<file path="src/rtl/boot_loaded_memory.sv">
// Unified 16-bit instruction/data memory with a post-reset clear sweep, a streaming
// boot-loader phase and byte/word access with alignment checking. All state moves on negedge clk.
module boot_loaded_memory #(
  parameter int ADDR_W       = 7,
  parameter bit CLEAR_ON_RST = 1'b1,
  parameter bit LOAD_EN      = 1'b1
) (
  input  logic              clk,
  input  logic              proc_rst,
  input  logic              ld_valid,
  input  logic [15:0]       ld_data,
  input  logic              ld_last,
  output logic              ld_ready,
  output logic              mem_ready,
  input  logic [ADDR_W-1:0] addr,
  input  logic [15:0]       in,
  input  logic              word_mode,
  input  logic              write,
  input  logic              read,
  output logic [15:0]       out,
  output logic              out_valid,
  output logic              err_align
);

  localparam int                DATA_W   = 16;
  localparam int                IDX_W    = ADDR_W - 1;
  localparam int                DEPTH    = 1 << IDX_W;
  localparam logic [IDX_W-1:0]  LAST_IDX = IDX_W'(DEPTH - 1);

  typedef enum logic [1:0] {ST_INIT, ST_LOAD, ST_RUN} state_t;

  state_t            state;
  logic [IDX_W-1:0]  clr_ptr;
  logic [IDX_W-1:0]  ld_ptr;
  logic [DATA_W-1:0] mem [DEPTH];

  logic              ld_ready_q;
  logic              mem_ready_q;
  logic [DATA_W-1:0] out_p1;
  logic              vld_p1;
  logic              err_p1;

  function automatic logic signed [DATA_W-1:0] sext_byte(input logic [7:0] b);
    return {{(DATA_W-8){b[7]}}, b};
  endfunction

  // Stage p0: decode strobes and pick the single array write port user
  logic [IDX_W-1:0]  idx_p0;
  logic              rd_req_p0;
  logic              wr_req_p0;
  logic              misalign_p0;
  logic              do_rd_p0;
  logic              do_wr_p0;
  logic              ld_xfer_p0;
  logic              clr_wr_p0;
  logic [DATA_W-1:0] rd_word_p0;
  logic [DATA_W-1:0] rd_val_p0;
  logic              we_lo_p0;
  logic              we_hi_p0;
  logic [IDX_W-1:0]  widx_p0;
  logic [DATA_W-1:0] wdata_p0;

  always_comb begin
    idx_p0      = addr[ADDR_W-1:1];
    rd_req_p0   = (state == ST_RUN) && !read;
    wr_req_p0   = (state == ST_RUN) && !write;
    misalign_p0 = word_mode && addr[0] && (rd_req_p0 || wr_req_p0);
    do_rd_p0    = rd_req_p0 && !misalign_p0;
    do_wr_p0    = wr_req_p0 && !misalign_p0;
    ld_xfer_p0  = (state == ST_LOAD) && ld_valid && ld_ready_q;
    clr_wr_p0   = (state == ST_INIT) && CLEAR_ON_RST;
    rd_word_p0  = mem[idx_p0];
    if (word_mode)
      rd_val_p0 = rd_word_p0;
    else if (addr[0])
      rd_val_p0 = unsigned'(sext_byte(rd_word_p0[15:8]));
    else
      rd_val_p0 = unsigned'(sext_byte(rd_word_p0[7:0]));
  end

  // Reset must also block array writes so an abort never commits a stray word
  always_comb begin
    we_lo_p0 = 1'b0;
    we_hi_p0 = 1'b0;
    widx_p0  = '0;
    wdata_p0 = '0;
    if (proc_rst) begin
      if (clr_wr_p0) begin
        we_lo_p0 = 1'b1;
        we_hi_p0 = 1'b1;
        widx_p0  = clr_ptr;
      end else if (ld_xfer_p0) begin
        we_lo_p0 = 1'b1;
        we_hi_p0 = 1'b1;
        widx_p0  = ld_ptr;
        wdata_p0 = ld_data;
      end else if (do_wr_p0) begin
        widx_p0 = idx_p0;
        if (word_mode) begin
          we_lo_p0 = 1'b1;
          we_hi_p0 = 1'b1;
          wdata_p0 = in;
        end else begin
          we_lo_p0 = !addr[0];
          we_hi_p0 = addr[0];
          wdata_p0 = {in[7:0], in[7:0]};
        end
      end
    end
  end

  // Stage p1: array update (data, never reset)
  always_ff @(negedge clk) begin
    if (we_lo_p0) mem[widx_p0][7:0]  <= wdata_p0[7:0];
    if (we_hi_p0) mem[widx_p0][15:8] <= wdata_p0[15:8];
  end

  // Stage p1: sequencing and registered read/error outputs
  always_ff @(negedge clk) begin
    if (!proc_rst) begin
      state       <= ST_INIT;
      clr_ptr     <= '0;
      ld_ptr      <= '0;
      ld_ready_q  <= 1'b0;
      mem_ready_q <= 1'b0;
      out_p1      <= '0;
      vld_p1      <= 1'b0;
      err_p1      <= 1'b0;
    end else begin
      vld_p1 <= do_rd_p0;
      err_p1 <= misalign_p0;
      if (do_rd_p0) out_p1 <= rd_val_p0;
      case (state)
        ST_INIT: begin
          if (!CLEAR_ON_RST || clr_ptr == LAST_IDX) begin
            if (LOAD_EN) begin
              state      <= ST_LOAD;
              ld_ready_q <= 1'b1;
            end else begin
              state       <= ST_RUN;
              mem_ready_q <= 1'b1;
            end
          end else begin
            clr_ptr <= clr_ptr + IDX_W'(1);
          end
        end
        ST_LOAD: begin
          if (ld_xfer_p0) begin
            // The last slot ends the load itself so ld_ptr never wraps
            if (ld_last || ld_ptr == LAST_IDX) begin
              state       <= ST_RUN;
              ld_ready_q  <= 1'b0;
              mem_ready_q <= 1'b1;
            end else begin
              ld_ptr <= ld_ptr + IDX_W'(1);
            end
          end
        end
        ST_RUN: state <= ST_RUN;
        default: begin
          state       <= ST_INIT;
          ld_ready_q  <= 1'b0;
          mem_ready_q <= 1'b0;
        end
      endcase
    end
  end

  assign ld_ready  = ld_ready_q;
  assign mem_ready = mem_ready_q;
  assign out       = out_p1;
  assign out_valid = vld_p1;
  assign err_align = err_p1;

endmodule

</file>
<file path="config.mk">
export PLATFORM = sky130hd
export DESIGN_NAME = boot_loaded_memory
export DESIGN_NICKNAME = d
export VERILOG_FILES = /design/src/rtl/boot_loaded_memory.sv
export SDC_FILE = /design/constraint.sdc
export NUM_CORES = 2
export LEC_CHECK = 0
export CORE_AREA = 2 2 295 297
export CTS_BUF_LIST = sky130_fd_sc_hd__clkbuf_8
export CTS_CLUSTER_DIAMETER = 100
export CTS_CLUSTER_SIZE = 25
export DETAILED_ROUTE_END_ITERATION = 8
export DIE_AREA = 0 0 297 299
export PLACE_DENSITY = 0.66
export REMOVE_ABC_BUFFERS = 1
export SETUP_SLACK_MARGIN = 0.3
export SYNTH_ARGS = -nofsm -noshare
export SYNTH_HDL_FRONTEND = slang
export SYNTH_SLANG_ARGS = --single-unit
</file>
<file path="constraint.sdc">
create_clock -name clk -period 4.8 [get_ports clk]
set_clock_uncertainty 0.1 [all_clocks]
set_input_delay 0.48 -clock clk [delete_from_list [all_inputs] [get_ports clk]]
set_output_delay 0.48 -clock clk [all_outputs]
set_load 0.005 [all_outputs]
</file>
## Word-level counts from Yosys, hierarchy flattened

Memory sizes are Yosys's and may differ from the RTL's.
Cells that the tools add are included.

- Flip-flop bits (word level): 34
- Bits in writable memories: 1024
- Input bits: 46
- Memories: 1

- Add/sub/neg operators: 2
- Equality and inequality tests: 7
- Mux-type cells: 36
- Bitwise gates (word level): 4
- Reductions and logical operators: 21

Memories:

| memory | depth | bits a word | rd ports | clocked after Yosys merged registers in | write ports | line | RTL |
|---|---|---|---|---|---|---|---|
| mem | 64 | 16 | 1 | 0 | 1 | 35 | `logic [DATA_W-1:0] mem [DEPTH];` |

Operators with widths:

| kind | count |
|---|---|
| $mux 16 | 7 |
| $mux 6 | 4 |
| $mux 1 | 19 |
| $add 6x1->6 const B | 2 |
| $eq 6x6->1 const B | 2 |
| $reduce_and 3->1 | 3 |
| $logic_and 1x1->1 | 8 |
| $mux 2 | 3 |
| $pmux 2 s3 | 1 |
| $logic_not 1->1 | 4 |
| $ne 2x1->1 const B | 2 |
| $not 1->1 | 4 |
| $reduce_and 4->1 | 1 |
| $pmux 1 s3 | 1 |
| $eq 2x1->1 const B | 1 |
| $eq 2x2->1 const B | 1 |
| $logic_not 2->1 | 1 |
| $logic_or 1x1->1 | 2 |
| $ne 2x2->1 const B | 1 |
| $pmux 1 s2 | 1 |
| $reduce_and 2->1 | 1 |
| $reduce_or 2->1 | 1 |

## Logic depth before layout (Yosys ltp)

- Depth after elaboration: 12
- Mapped depth: 13
- Mapped depth without buffers: 9

==> flow_summary_export.csv <==
group,metric,value,unit
yosys,ys.flop_type,"edfxtp_1",
power_and_ir_drop,power.static_leakage,25.3,nW
clock_network,clk_pin_slew_worst_paths,0.04,ns
clock_network,ctsRootBufferMaster,"clkbuf_8",
worst_setup_path,crit_chain,"buf_8 -> buf_12 -> nand2_4 -> nor3b_4 -> buf_6 -> a221o_1 -> o211ai_1 -> buf_4 -> buf_6 -> nor2b_4 -> nand2b_4 -> buf_12 -> nor2_1 -> buf_6",
clock_network,insertion_delay,0.75,ns
clock_network,tritoncts.num_buffers,48,
global_routing,grt_pass1_wl,177,mm
finish,layout-drive-gt1-share,28.2,%
power_and_ir_drop,vdd_drop_max,0.236,mV
yosys,yosysWarnings,0,
job,cap_violations,0,
detailed_routing,drt_wl_total,123,mm
finish,postLayoutCellArea,55500,µm²
worst_setup_path,r2r_start,"state[0]$_SDFFE_NN0P_",
yosys,ys_types,70,
global_routing,grt_use_total,27.2,%
global_routing,global_route.usage.met3,8.55,%
global_routing,grt_util_met1,37.1,%
worst_setup_path,worstRegToRegCells,11,
finish,finished_core_util,64.6,%
global_routing,globalRoute.busiestLayer,"met2",
worst_setup_path,reg2reg_to,"mem[19][8]$_DFFE_NP_",
placed_design,hpwl,78.2,mm
worst_setup_path,cp_slowest_cell,"a221o_1",
detailed_routing,antenna_left,0,
power_and_ir_drop,power,19.2,mW
detailed_routing,post_drt_via_cell_ratio,5.70,
worst_setup_path,crit_type,"in2reg",
global_routing,antenna_found_initial,3,
worst_setup_path,start_kind,"input pin",
sta,hold_violations,0,
sta,drv_slew,0,
detailed_routing,route.detailed.drc,0,
yosys,synth_cells,2193,
yosys,seq_area_frac_synth,74.2,%
finish,syn_to_final_growth,31.0,%
detailed_routing,initialDrtViolationCount,3675,
detailed_routing,drt_pre_antenna_iters,6,
clock_network,clk_path_buf_depth,3,
floorplanning,ios,66,
yosys,postSynth.asyncResetShare,0,%
yosys,number_of_flops_mapped_to_enable_cells_by_yosys,1024,
worst_setup_path,max_stage_delay,0.30,ns
worst_setup_path,cp.depth,14,
placed_design,placed_cells,3782,
worst_setup_path,critical_path.startpoint,"word_mode",
finish,num-nets-final,3841,
worst_hold_path,worstHoldEndpoint,"ld_ready$_SDFFE_NN0P_",
sta,totalNegativeSetupSlack,0,ns
detailed_routing,routedWlPerCell,24.9,µm
clock_network,postCtsHoldBufs,0,
worst_setup_path,reg2reg_setup_slack,1.36,ns
worst_setup_path,critical_path_buf_inv_count,7,
worst_setup_path,worst_path_most_repeated_cell,"buf_6",
sta,unrepaired_setup_endpoints_after_global_routing,"yes",
placed_design,place.port_buffers,65,
worst_setup_path,worst_path_dominant_cell_family,"buffers and inverters",
clock_network,cts_tree,"done",
global_routing,grt_pass1_vias,29700,
clock_network,htree_levels,2,
sta,max_slew.worst_pin.slew,0.693,ns
worst_hold_path,hold_path_depth,1,
yosys,synth_area,42300,µm²
finish,final_cell_count_no_fill,4949,
global_routing,global_route.overflow_total,0,
floorplanning,fp.dieH,299,µm
clock_network,cts.sinks,1058,
worst_hold_path,hold_class,"reg2reg",
sta,setup_viol,0,
power_and_ir_drop,powerDensity,346,nW/µm²
global_routing,grt_use_met2,40.7,%
worst_setup_path,cp-end-kind,"flip-flop",
sta,max_slew_margin,53.8,%
placed_design,routabilityCongestion,0.925,
worst_setup_path,critical_path_arrival,2.69,ns
floorplanning,core,85900,µm²
worst_setup_path,crit_fanout,7,
worst_setup_path,worst_ep_required_time,2.74,ns
detailed_routing,dr_total_vias,28200,
yosys,synth_area_per_cell,19.3,µm²
yosys,ys_seq_elements,1058,
placed_design,placement.cell_area,48100,µm²
floorplanning,placement_rows,108,
global_routing,pin_count_of_the_biggest_net_entering_global_routing,65,
floorplanning,fp.dieArea,88800,µm²
worst_hold_path,worst_hold_startpoint,"ld_ready$_SDFFE_NN0P_",
outcome,outcome,"finished, final reports clean",
floorplanning,die-width,297,µm
floorplanning,initial_utilization,49.3,%
==> how the worst max path moves through the flow <==
stage / end
final: mem[19][8]$_DFFE_NP_
after global routing: mem[11][8]$_DFFE_NP_
after detailed placement: mem[16][5]$_DFFE_NP_
after CTS: ld_ready
after global placement: mem[16][6]$_DFFE_NP_
after floorplan: mem[0][0]$_DFFE_NP_
==> synth_stat cells, drive strengths merged (12+ instances only) <==
master | count | share of area, %
dfxtp | 34 | 1.6
nor2b | 16 | 0.24
edfxtp | 1024 | 73
nand3 | 42 | 0.50
a31oi | 21 | 0.31
buf | 89 | 1.9
a22oi | 50 | 0.90
inv | 12 | 0.11
o21ai | 34 | 0.41
mux2 | 14 | 0.37
a221oi | 33 | 0.77
nand2 | 74 | 0.66
mux2i | 124 | 2.9
clkbuf | 38 | 0.34
nor2 | 194 | 1.7
o211ai | 16 | 0.31
a21oi | 33 | 0.39
mux4 | 214 | 11
==> placed cells by master, fill, tap and decap left out, types with 9 or more instances in the layout <==
| cell | Yosys | routed |
|---|---|---|
| a21oi_1 | 33 | 28 |
| a221oi_1 | 27 | 19 |
| a221oi_2 | 6 | 14 |
| a22oi_1 | 49 | 48 |
| a31oi_1 | 21 | 17 |
| and3_1 | 10 | 9 |
| buf_12 | 16 | 78 |
| buf_16 | 0 | 13 |
| buf_4 | 4 | 325 |
| buf_6 | 11 | 131 |
| buf_8 | 7 | 10 |
| clkbuf_8 | 0 | 50 |
| clkdlybuf4s50_1 | 0 | 37 |
| dfxtp_1 | 34 | 19 |
| dlymetal6s2s_1 | 0 | 19 |
| edfxtp_1 | 1024 | 1024 |
| inv_1 | 11 | 1067 |
| mux2_2 | 14 | 13 |
| mux2i_1 | 124 | 118 |
| mux4_2 | 205 | 210 |
| nand2_1 | 74 | 62 |
| nand3_1 | 42 | 31 |
| nor2_1 | 194 | 72 |
| nor2_2 | 0 | 33 |
| nor2_4 | 0 | 89 |
| nor2b_1 | 16 | 10 |
| nor3_1 | 10 | 9 |
| o211ai_1 | 14 | 14 |
| o21ai_0 | 24 | 22 |
| o21ai_1 | 9 | 11 |
==> report_power, final <==
group          leakage [nW]  switching [mW]  internal, mW
Clock                  6.01            5.01          2.10
Combinational          7.27            1.13         0.790
Sequential             12.0          0.0492          10.1
Total                  25.3            6.19          13.0
==> cells by family after synthesis <==
logic type,count (synthesis),synth area share [%]
AO/OA/AOI/OAI,240,4.18
XOR/XNOR,9,0.186
multiplexers,352,14.8
flip-flops,1058,74.2
buffers and inverters,140,2.39
adder cells (fa/ha/maj),5,0.148
AND/OR/NAND/NOR,389,4.11
==> repair_timing <==
action	CTS	global route
cloned	8	0
gates resized for setup	251	324
endpoints found under the setup margin	1121	1046
setup buffers	28	20
pin swaps	21	75
==> layer usage <==
| layer | routed length [µm] | up-vias |
|---|---|---|
| met3 | 14500 | 247 |
| li1 | - | 12100 |
| met4 | 3860 | 2 |
| met2 | 57900 | 1749 |
| met1 | 47100 | 14100 |
| met5 | 10 | - |
==> metrics by stage <==
| stage | setup slack [ns] | hold WS [ns] |
|---|---|---|
| final | 0.0533 | 0.403 |
| after global routing | 0.0893 | 0.438 |
| after CTS | 0.139 | 0.437 |
| after detailed placement | -1.22 | 0.431 |
| after global placement | -1.11 | 0.408 |
| after floorplan | -1.53 | 0.390 |
==> sequential cells by signal (all words and copies together), names as in the netlist <==
register   count
mem         1024
out_valid      1
state          2
ld_ptr         6
err_align      1
ld_ready       1
clr_ptr        6
mem_ready      1
out           16
==> layout make-up <==
type	instances	area, µm²
sequential	1058	31500
fill	5962	30500
multi-input combinational	995	11200
timing repair buffer	617	6640
clock inverter	1061	4010
tap	1155	1450
clock buffer	50	688
inverter	12	48.8
antenna	1	2.50
Note: power is estimated with default switching activity, not from simulation.
